<file path="src/rtl/lc3b_types.sv">
// Shared LC-3b datapath types used by the fetch stage and later pipeline stages.
package lc3b_types;

  typedef logic [15:0] lc3b_word;
  typedef logic [2:0]  lc3b_reg;

  // Control fields beyond the register/instruction fields are filled in by decode.
  typedef struct packed {
    lc3b_word inst;
    lc3b_word pc;
    lc3b_reg  dr_sr;
    lc3b_reg  sr1;
    lc3b_reg  sr2;
    logic     sr2_mux_sel;
    logic     load_regfile;
    logic     mem_read;
    logic     mem_write;
    logic     branch;
    logic     valid;
  } lc3b_ipacket;

  localparam lc3b_ipacket IPACKET_BUBBLE = '0;

  function automatic lc3b_word pc_inc(input lc3b_word pc);
    return pc + 16'd2;
  endfunction

  function automatic lc3b_word word_align(input lc3b_word addr);
    return {addr[15:1], 1'b0};
  endfunction

endpackage

</file>
<file path="src/rtl/fetch_decode.sv">
// Combinational extraction of instruction fields from a fetched word into an IF/ID packet.
module fetch_decode
  import lc3b_types::*;
(
  input  lc3b_word    word,
  input  lc3b_word    fetch_pc,
  output lc3b_ipacket packet
);

  always_comb begin
    packet             = IPACKET_BUBBLE;
    packet.inst        = word;
    packet.pc          = pc_inc(fetch_pc);
    packet.dr_sr       = word[11:9];
    packet.sr1         = word[8:6];
    packet.sr2         = word[2:0];
    packet.sr2_mux_sel = word[5];
    packet.valid       = 1'b1;
  end

endmodule

</file>
<file path="src/rtl/fetch_stage.sv">
// LC-3b instruction fetch: one outstanding imem read, one-entry skid buffer, branch squash.
//   state    | meaning
//   S_FETCH  | request at pc outstanding; response decoded into out or skid
//   S_HOLD   | skid buffer full, no request, waiting for stall to drop
//   S_SQUASH | redirected while a read was in flight; next response is dropped
module fetch_stage
  import lc3b_types::*;
#(
  parameter lc3b_word RESET_PC = 16'h0000
) (
  input  logic        clk,
  input  logic        reset,
  input  logic        stall,
  input  logic        br_taken,
  input  lc3b_word    br_target,
  input  logic        imem_resp,
  input  lc3b_word    imem_rdata,
  output logic        imem_read,
  output lc3b_word    imem_address,
  output lc3b_ipacket ipacket_out
);

  typedef enum logic [1:0] {
    S_FETCH  = 2'd0,
    S_HOLD   = 2'd1,
    S_SQUASH = 2'd2
  } state_e;

  state_e      state, state_n;
  lc3b_word    pc, pc_n;
  lc3b_word    req_addr, req_addr_n;
  lc3b_ipacket out_pkt, out_pkt_n;
  lc3b_ipacket skid_pkt, skid_pkt_n;
  lc3b_ipacket dec_pkt;

  fetch_decode u_decode (
    .word     (imem_rdata),
    .fetch_pc (pc),
    .packet   (dec_pkt)
  );

  // The squashed read keeps its original address until memory answers it.
  always_comb begin
    imem_read    = !reset && (state != S_HOLD);
    imem_address = (state == S_SQUASH) ? req_addr : pc;
  end

  always_comb begin
    state_n    = state;
    pc_n       = pc;
    req_addr_n = req_addr;
    out_pkt_n  = out_pkt;
    skid_pkt_n = skid_pkt;

    if (br_taken) begin
      out_pkt_n  = IPACKET_BUBBLE;
      skid_pkt_n = IPACKET_BUBBLE;
      pc_n       = word_align(br_target);
      case (state)
        S_FETCH: begin
          if (!imem_resp) begin
            state_n    = S_SQUASH;
            req_addr_n = pc;
          end
        end
        S_HOLD:   state_n = S_FETCH;
        S_SQUASH: if (imem_resp) state_n = S_FETCH;
        default:  state_n = S_FETCH;
      endcase
    end else begin
      case (state)
        S_FETCH: begin
          if (imem_resp) begin
            pc_n = pc_inc(pc);
            if (stall) begin
              skid_pkt_n = dec_pkt;
              state_n    = S_HOLD;
            end else begin
              out_pkt_n = dec_pkt;
            end
          end else if (!stall) begin
            out_pkt_n = IPACKET_BUBBLE;
          end
        end
        S_HOLD: begin
          if (!stall) begin
            out_pkt_n  = skid_pkt;
            skid_pkt_n = IPACKET_BUBBLE;
            state_n    = S_FETCH;
          end
        end
        S_SQUASH: begin
          if (imem_resp) state_n = S_FETCH;
          if (!stall) out_pkt_n = IPACKET_BUBBLE;
        end
        default: state_n = S_FETCH;
      endcase
    end
  end

  always_ff @(posedge clk) begin
    if (reset) begin
      state    <= S_FETCH;
      pc       <= RESET_PC;
      req_addr <= RESET_PC;
      out_pkt  <= IPACKET_BUBBLE;
      skid_pkt <= IPACKET_BUBBLE;
    end else begin
      state    <= state_n;
      pc       <= pc_n;
      req_addr <= req_addr_n;
      out_pkt  <= out_pkt_n;
      skid_pkt <= skid_pkt_n;
    end
  end

  assign ipacket_out = out_pkt;

endmodule
</file>
<file path="config.mk">
export PLATFORM = sky130hd
export DESIGN_NAME = fetch_stage
export DESIGN_NICKNAME = d
export VERILOG_FILES = /design/src/rtl/lc3b_types.sv /design/src/rtl/fetch_decode.sv /design/src/rtl/fetch_stage.sv
export SDC_FILE = /design/constraint.sdc
export NUM_CORES = 1
export LEC_CHECK = 0
export ABC_AREA = 1
export BUFFER_PORTS_ARGS = -buffer_cell sky130_fd_sc_hd__buf_2
export CAP_MARGIN = 20
export CORE_MARGIN = 2
export CORE_UTILIZATION = 45
export DETAILED_ROUTE_END_ITERATION = 8
export HOLD_SLACK_MARGIN = 0.15
export PLACE_DENSITY = 0.7
export SLEW_MARGIN = 10
export SYNTH_ARGS = -nofsm -noshare
export SYNTH_HDL_FRONTEND = slang
export SYNTH_HIERARCHICAL = 1
export SYNTH_SLANG_ARGS = --single-unit
</file>
<file path="constraint.sdc">
create_clock -name clk -period 4.2 [get_ports clk]
set_input_delay 0.21 -clock clk [delete_from_list [all_inputs] [get_ports clk]]
set_output_delay 0.21 -clock clk [all_outputs]
set_load 0.1 [all_outputs]
</file>
# Yosys cells after proc, flatten, opt, wreduce, memory -nomap -nowiden
# Cells that the tools add are included.
# word_totals
out_inout_bits,64
word_cells,74
ff_bits,128
inputBits,37
# classes
n_eq_ne,11
n_reduce_logical,14
mux,21
addsub,1
bitwise_logic,1
# op_table
operator,count
2-to-1 mux 47 bit,7
one-hot mux 47 bit (3 select lines),1
one-hot mux 47 bit (2 select lines),1
2-to-1 mux 16 bit,4
adder 16 x 2 -> 16 bit (second input constant),1
inequality test 3 bit (second input constant),5
2-to-1 mux 2 bit,6
AND reduction 4 bit,2
inequality test 2 bit (second input constant),3
one-hot mux 2 bit (3 select lines),1
AND reduction 3 bit,2
nonzero test 2 bit,3
one-hot mux 2 bit (2 select lines),1
AND reduction 2 bit,2
nonzero test 3 bit,1
== test 2 x 1 -> 1 bit (second input constant),1
== test 2 bit (second input constant),1
zero test 2 bit,1
inequality test 2 x 1 -> 1 bit (second input constant),1
OR reduction 2 bit,1
logical AND 1 bit,1
zero test 1 bit,1
NOT 1 bit,1

# Longest topological paths before layout
# Gate-level depths: netlist of run 1.
# depth
ltp_word,4
ltp_mapped,10
depth_no_buf,10

# By module
# The synthesis of run 1 kept the hierarchy.
# by_module_without_submodules
module,area_per_inst_um2,seq_area_each_um2,n_inst,cells_per_inst
fetch_stage,5679.2,2522.4,1,783
fetch_decode,609.3,0.0,1,104

# Worst setup path after synthesis of run 1
# Ideal clock, no wire load.
# synth_timing
kind,register to output
start,register state[0]
end,output imem_address[10]
path_buffers,2
setup_slack_ns,0.837
required_ns,3.990
path_stages_with_launch,6
arrival_ns,3.153
path_cell_list,dfxtp_1 > inv_1 > ha_1 > clkbuf_1 > clkbuf_1 > o21ai_0
# synth_between
elab_chain_cells,2
# synth_rtl
element,line,rtl
start: declaration,fetch_stage.sv:29,"state_e state, state_n;"
start signal: assignment,fetch_stage.sv:109,state <= state_n;
== test 2 bit,fetch_stage.sv:45,imem_address = (state == S_SQUASH) ? req_addr : pc;
2-to-1 mux 16 bit,fetch_stage.sv:45,
end: declaration,fetch_stage.sv:19,"output lc3b_word imem_address,"
# Every way passes these cells.

# Worst setup path after layout of run 1
# layout_timing
start,register state[0]
end,"register out_pkt, in the netlist ipacket_out[13]"
# layout_between
elab_chain_cells,3
elab_cells_between_ends,8
cone_classes,eq/ne (4); mux (1); reduce/logical (3)
# layout_rtl
element,line,rtl
"== test 2 x 1 -> 1 bit, or another cell as far along",fetch_stage.sv:71,case (state)
"inequality test 2 bit (no source line), or another cell as far along",-,
AND reduction 3 bit (no source line),-,
end signal: assignment,fetch_stage.sv:112,out_pkt <= out_pkt_n;
end: declaration,fetch_stage.sv:32,"lc3b_ipacket out_pkt, out_pkt_n;"
# Several ways; a longest one is shown, not always the timed one.
# A chain may end at the register's enable or synchronous reset.

==> metrics.md, run 1 <==
| Metric | Value |
|---|---|
| Status | completed |
| Placer Congestion | approximately 0.9 |
| Worst Tran Pin Value | a little under 0.9 ns |
| Most common cell after layout, fill and taps aside | nand2_1 |
| Crit path DAT | 3.13 ns |
| Clock Skew | approximately 0.0073 ns |
| Register area | 2520 um^2 |
| DPL Wire Length | 10.4 mm |
| Tot Pwr | 3.51 mW |
| WP depth | 8 |
| Crit share post-route | approximately two thirds |
| Clock share of power | approximately 42% |
| Final worst path period need | 2.85 ns |
| Clock root cell | clkbuf_16 |
| Most frequent cells in the layout | nand2_1 (278), dfxtp_1 (126), a21oi_1 (112) |
| Max Fclk | between 300 and 400 MHz |
| Core Region | 13800 um^2 |
| Worst endpoint required time | 4.48 ns |
| Clock Latency Late Sink | 0.42 ns |
| Setup crit end kind | register |
| CTS resizes | 0 |
| Worst setup SP type | register |
| Routed WL | between 15 and 20 mm |
| Clock Sinks | 126 |
| Switching part of the total | 32.9% |
| Peak supply drop | 0.000310 V |
| Post-Synthesis Cell Area | approximately 6300 um^2 |
| Hold crit path type | in2reg |
| TritonCTS clock tree | yes |
| Iter 0 DRT Violations | between 400 and 500 |
| Crit-path slowest cell | nor3b_4 |
| Hold WS | 0.170 ns |
| P_int | 2.36 mW |
| Crit path buffers/inverters | 2 |
| Via count | between 6000 and 7000 |
| Cell Chain, Critical Path | inv_1, ha_1, inv_2, nor2_2, nor3b_4, nand2_2, nand2_1, a21oi_1 |
| Power density cells | between 400 and 500 nW/um^2 |
| Layout area overhead | 18.4% |
| Die Y | between 100 and 150 um |
| Largest net degree at the start of global routing | 54 |
| Share of cells above drive strength 1 | 15.9% |
| Total grt overflow | 0 |
| # H-tree levels | 4 |
| Critical path type | reg2reg |
| Cell area after placement | 6600 um^2 |
| IO buf count | 98 |
| Yosys top cell by area | dfxtp_1 |
| Post-synthesis register bit count | 126 |
| Post-Syn Instances | 887 |
| Final setup fails | 0 |
| Vias in the first global route | 5567 |
| Seq pwr share | 37.1% |
| ANT nets after route | 0 |
| Fillers | 1378 |
| RSZ-0062 raised after global routing | no |
| Area of the multi-input gates | 3110 um^2 |
| Slew headroom | approximately 41% |
| Placed cell count | 1090 |
| Maximum root-to-sink buffer count | 2 |
| CTS Buf Count | 17 |
| Design Area, Final | between 7000 and 8000 um^2 |
| CP top delay family | simple AND/OR/NAND/NOR gates |
| Antenna violations before repair | 0 |
| Hold path depth | 5 |
| Initial Util | 45.7% |
| Library cells used by synthesis | 34 |
| CTS clk-pin slew, worst paths | 0.06 ns |
| N_diodes | 0 |
| GRT Overall Usage | 22.1% |
| Die W | 122 um |
| Fin cells | roughly 1100 |
| Max Cap Viol | 0 |
| TNS Setup | 0 ns |
| Global-route wire length before repair | between 20 and 30 mm |
| Vias per inst | approximately 5.3 |
| Worst r2r path cells | 8 |
| Share of the synthesized area in the top cell type | 40.1% |
| Drt first pass iters | 5 |
| Nets@finish | about 1000 |
| Slew Viols, Final | 0 |
| Critical path peak fanout | 36 |
| Sequential area share after synthesis | 40.1% |
| I/O pins | about 100 |
| Gate power share | between 20% and 30% |
| LEAKAGE | 3.08 nW |
| Rows | 43 |
| NetSw | between 1 and 1.5 mW |
| Post-DR wirelength/cell | 14.3 um |
| Main area contributors after synthesis | dfxtp_1 (40%), nand2_1 (17%), a21oi_1 (8.9%) |
| DRC | 0 |
| Final hold vios | 0 |
| Synth warn | 6 |
| Area of the die | ~15000 um^2 |
| Max incr delay on CP | 0.70 ns |
| Synth Area per Inst | between 7 and 8 um^2 |
cells in the mapped netlist:
master and count:
nor2_1 39, clkbuf_1 24, nor2_4 1, a32oi_1 6
o21ai_0 52, xnor2_1 4, inv_2 3, nor3_4 1
dfxtp_1 126, o211ai_1 1, o221ai_1 1, clkbuf_2 1
nor2_2 5, nand2_1 278, a21oi_1 112, inv_1 51
nand3_1 24, o21ai_1 1, buf_1 1, nor3b_4 1
a31oi_1 18, nand3_2 2, xor2_1 6, conb_1 3
buf_6 1, a22o_1 35, nand2_2 4, nand4_1 10
buf_4 36, nor3_1 1, nor3_2 1, ha_1 6
buf_2 22, a22oi_1 10
stage by stage:
step	setup WS, ns	utilization, %
after floorplan	0.837	-
after global placement	1.46	47.9
after detailed placement	1.38	47.9
after CTS	1.33	54.1
after global routing	1.09	54.1
final	1.35	54.1
routing by layer:
layer  GRT usage [%]  wire, um  share of wire, %  up-vias
met5               0         0                 0        -
li1                -         -                 -     3053
met1            28.1      7390                45     2808
met3            4.55       987               6.0       24
met2            36.1      7720                47      203
met4            10.1       365               2.2        0
cells by family (layout without fill, tap and decap cells):
kind of cell / count (synthesis) / in the layout / synth area share (%)
other: 3 / 7 / 0.179
XOR/XNOR: 10 / 10 / 1.39
flip-flops: 126 / 126 / 40.1
AO/OA/AOI/OAI: 236 / 236 / 22.1
AND/OR/NAND/NOR: 367 / 367 / 24.0
buffers and inverters: 139 / 215 / 11.0
adder cells (fa/ha/maj): 6 / 6 / 1.19
tightest hold or removal path, cell delays in order:
cell and delay (ns):
buf_2 0.10, nand2_1 0.05, o21ai_0 0.07, inv_1 0.05
a21oi_1 0.05
power by group through the flow:
stage / logic, mW / registers, mW / clock network, mW
after global routing: 0.785 / 1.31 / 1.55
after floorplan: 0.465 / 1.45 / 0
final: 0.730 / 1.30 / 1.48
after CTS: 0.729 / 1.30 / 1.50
after detailed placement: 0.708 / 1.33 / 0
after global placement: 0.704 / 1.33 / 0
final timing paths:
check | slack [ns] | start | to
min reg2reg | 0.46 | ipacket_out[9] | ipacket_out[9]
min | 0.17 | br_target[13] | pc[13]
max | 1.35 | state[0] | ipacket_out[13]
max reg2reg | 1.35 | state[0] | ipacket_out[13]
sequential cells by signal (all words and copies together), names as in the netlist:
name         count
ipacket_out     47
state            2
pc              15
skid_pkt        47
req_addr        15
cell type report:
cell class                 instances  area share (%)
multi-input combinational        626            41.8
clock inverter                    11            1.90
inverter                          54            2.72
clock buffer                      20            6.00
timing repair buffer             130            10.7
tap                              180            3.02
sequential                       126            33.9
timing repair:
item	4_1_cts	5_1_grt
hold buffers	26	0
setup buffers	0	0
endpoints found under the hold margin	38	0
(Power assumes the default switching activity.)
==> run 2: changes to the inputs <==
Settings changed: PLACE_DENSITY 0.7 to 0.72.
Clock period 4.2 ns to 2.3 ns, I/O delays scaled along.
==> metrics.md, run 2 (synthesis gave the netlist of run 1 again) <==
| Metric | Value |
|---|---|
| Status | completed |
| TritonCTS clock tree | yes |
| Worst endpoint required time | 2.66 ns |
| Drt first pass iters | 6 |
| Crit path DAT | 2.49 ns |
| Critical path type | reg2reg |
| DPL Wire Length | approximately 10 mm |
| Routed WL | 16.5 mm |
| N_diodes | 0 |
| I/O pins | 101 |
| Clock Skew | 0.00911 ns |
| Core Region | 13800 um^2 |
| CTS clk-pin slew, worst paths | 0.06 ns |
| Max Fclk | around 470 MHz |
| Most common cell after layout, fill and taps aside | nand2_1 |
| Initial Util | between 40% and 50% |
| Worst Slack Setup Final | approximately 0.17 ns |
| GRT Overall Usage | 22.8% |
| Antenna violations before repair | 0 |
| Hold crit path type | in2reg |
| Placer Congestion | 0.949 |
| Total grt overflow | 0 |
| Final worst path period need | approximately 2.1 ns |
| IO buf count | 98 |
| Clock share of power | 39.7% |
| Placed cell count | 1104 |
| Peak supply drop | ~0.00055 V |
| Vias in the first global route | 5794 |
| Setup crit end kind | register |
| Util after Layout | 56.6% |
| Most frequent cells in the layout | nand2_1 (278), dfxtp_1 (124), a21oi_1 (112) |
| Iter 0 DRT Violations | 442 |
| CTS Buf Count | 17 |
| Share of cells above drive strength 1 | 17.3% |
| Tot Pwr | 6.31 mW |
| Die Y | 122 um |
| Clock root cell | clkbuf_16 |
| Max Cap Viol | 0 |
| Crit share post-route | between 90% and 100% |
| Clock Sinks | roughly 130 |
| Clock Latency Late Sink | 0.42 ns |
| Global-route wire length before repair | roughly 27 mm |
| DP Worst Slack | 0.309 ns |
| Vias per inst | roughly 5.2 |
| Cell area after placement | 6750 um^2 |
| Seq pwr share | a little under two fifths |
| # H-tree levels | 4 |
| DRC | 0 |
| Nets@finish | roughly 1000 |
| Gate power share | a little under a quarter |
| ANT nets after route | 0 |
| Fin cells | 1184 |
| Rows | 43 |
| RSZ-0062 raised after global routing | no |
| Switching part of the total | 34.9% |
| Layout area overhead | 24.0% |
| Worst Tran Pin Value | approximately 0.80 ns |
| Fillers | 1273 |
| Largest net degree at the start of global routing | 59 |
| TNS Setup | 0 ns |
| Slew headroom | ~47% |
| NetSw | ~2.2 mW |
| LEAKAGE | ~3.2 nW |
| Design Area, Final | 7800 um^2 |
| P_int | 4.11 mW |
| Post-DR wirelength/cell | 13.9 um |
| Maximum root-to-sink buffer count | 2 |
| Slew Viols, Final | 0 |
| Hold WS | 0.259 ns |
| Final setup fails | 0 |
| Via count | 6207 |
| Worst setup SP type | register |
| Die W | between 100 and 150 um |
| Area of the die | roughly 15000 um^2 |
| Final hold vios | 0 |
| Critical path peak fanout | 9 |
| Power density cells | 809 nW/um^2 |
[run 2: worst max-delay path: stages, from the launching register on]
cell and delay (ns):
dfxtp_2 0.37, inv_1 0.07, ha_1 0.25, nand2_1 0.14
inv_1 0.10, nor2_2 0.12, buf_4 0.20, nand2_1 0.07
a31oi_1 0.19, dlygate4sd3_1 0.57
[run 2: worst paths after layout]
check / start / to / slack (ns) / depth (start not counted)
worst max-delay path: state[0] / pc[5] / 0.17 / 9
worst min-delay path: br_taken / state[0] / 0.26 / 5
worst max register to register: state[0] / pc[5] / 0.17 / 9
worst min register to register: ipacket_out[27] / ipacket_out[27] / 0.46 / 2
[run 2: power by group through the flow]
stage / logic, mW / registers (mW) / clock network [mW]
final: 1.43 / 2.38 / 2.50
after global routing: 1.54 / 2.39 / 2.66
after CTS: 1.42 / 2.37 / 2.54
after detailed placement: 1.35 / 2.42 / 0
after global placement: 1.35 / 2.42 / 0
after floorplan: 0.852 / 2.65 / 0
[run 2: routing by layer]
metal / up-vias / share of wire (%) / global-route usage [%]
li1: 3128 / - / -
met1: 2891 / 45 / 28.7
met2: 163 / 48 / 38.1
met3: 25 / 5.0 / 5.11
met4: 0 / 1.9 / 8.91
met5: - / 0 / 0
[run 2: area by class of cell]
type / count / area [um^2] / share of cell area, %
clock buffer: 19 / 453 / 5.81
clock inverter: 13 / 108 / 1.38
inverter: 54 / 203 / 2.60
multi-input combinational: 626 / 3110 / 39.9
sequential: 126 / 2520 / 32.4
tap: 180 / 225 / 2.89
timing repair buffer: 166 / 1170 / 15.0
[run 2: repair_timing]
action                                  CTS  global route
endpoints found under the setup margin    0             6
endpoints found under the hold margin    68             0
hold buffers                             48             0
resized for setup                         0             5
buffers inserted                          0             0
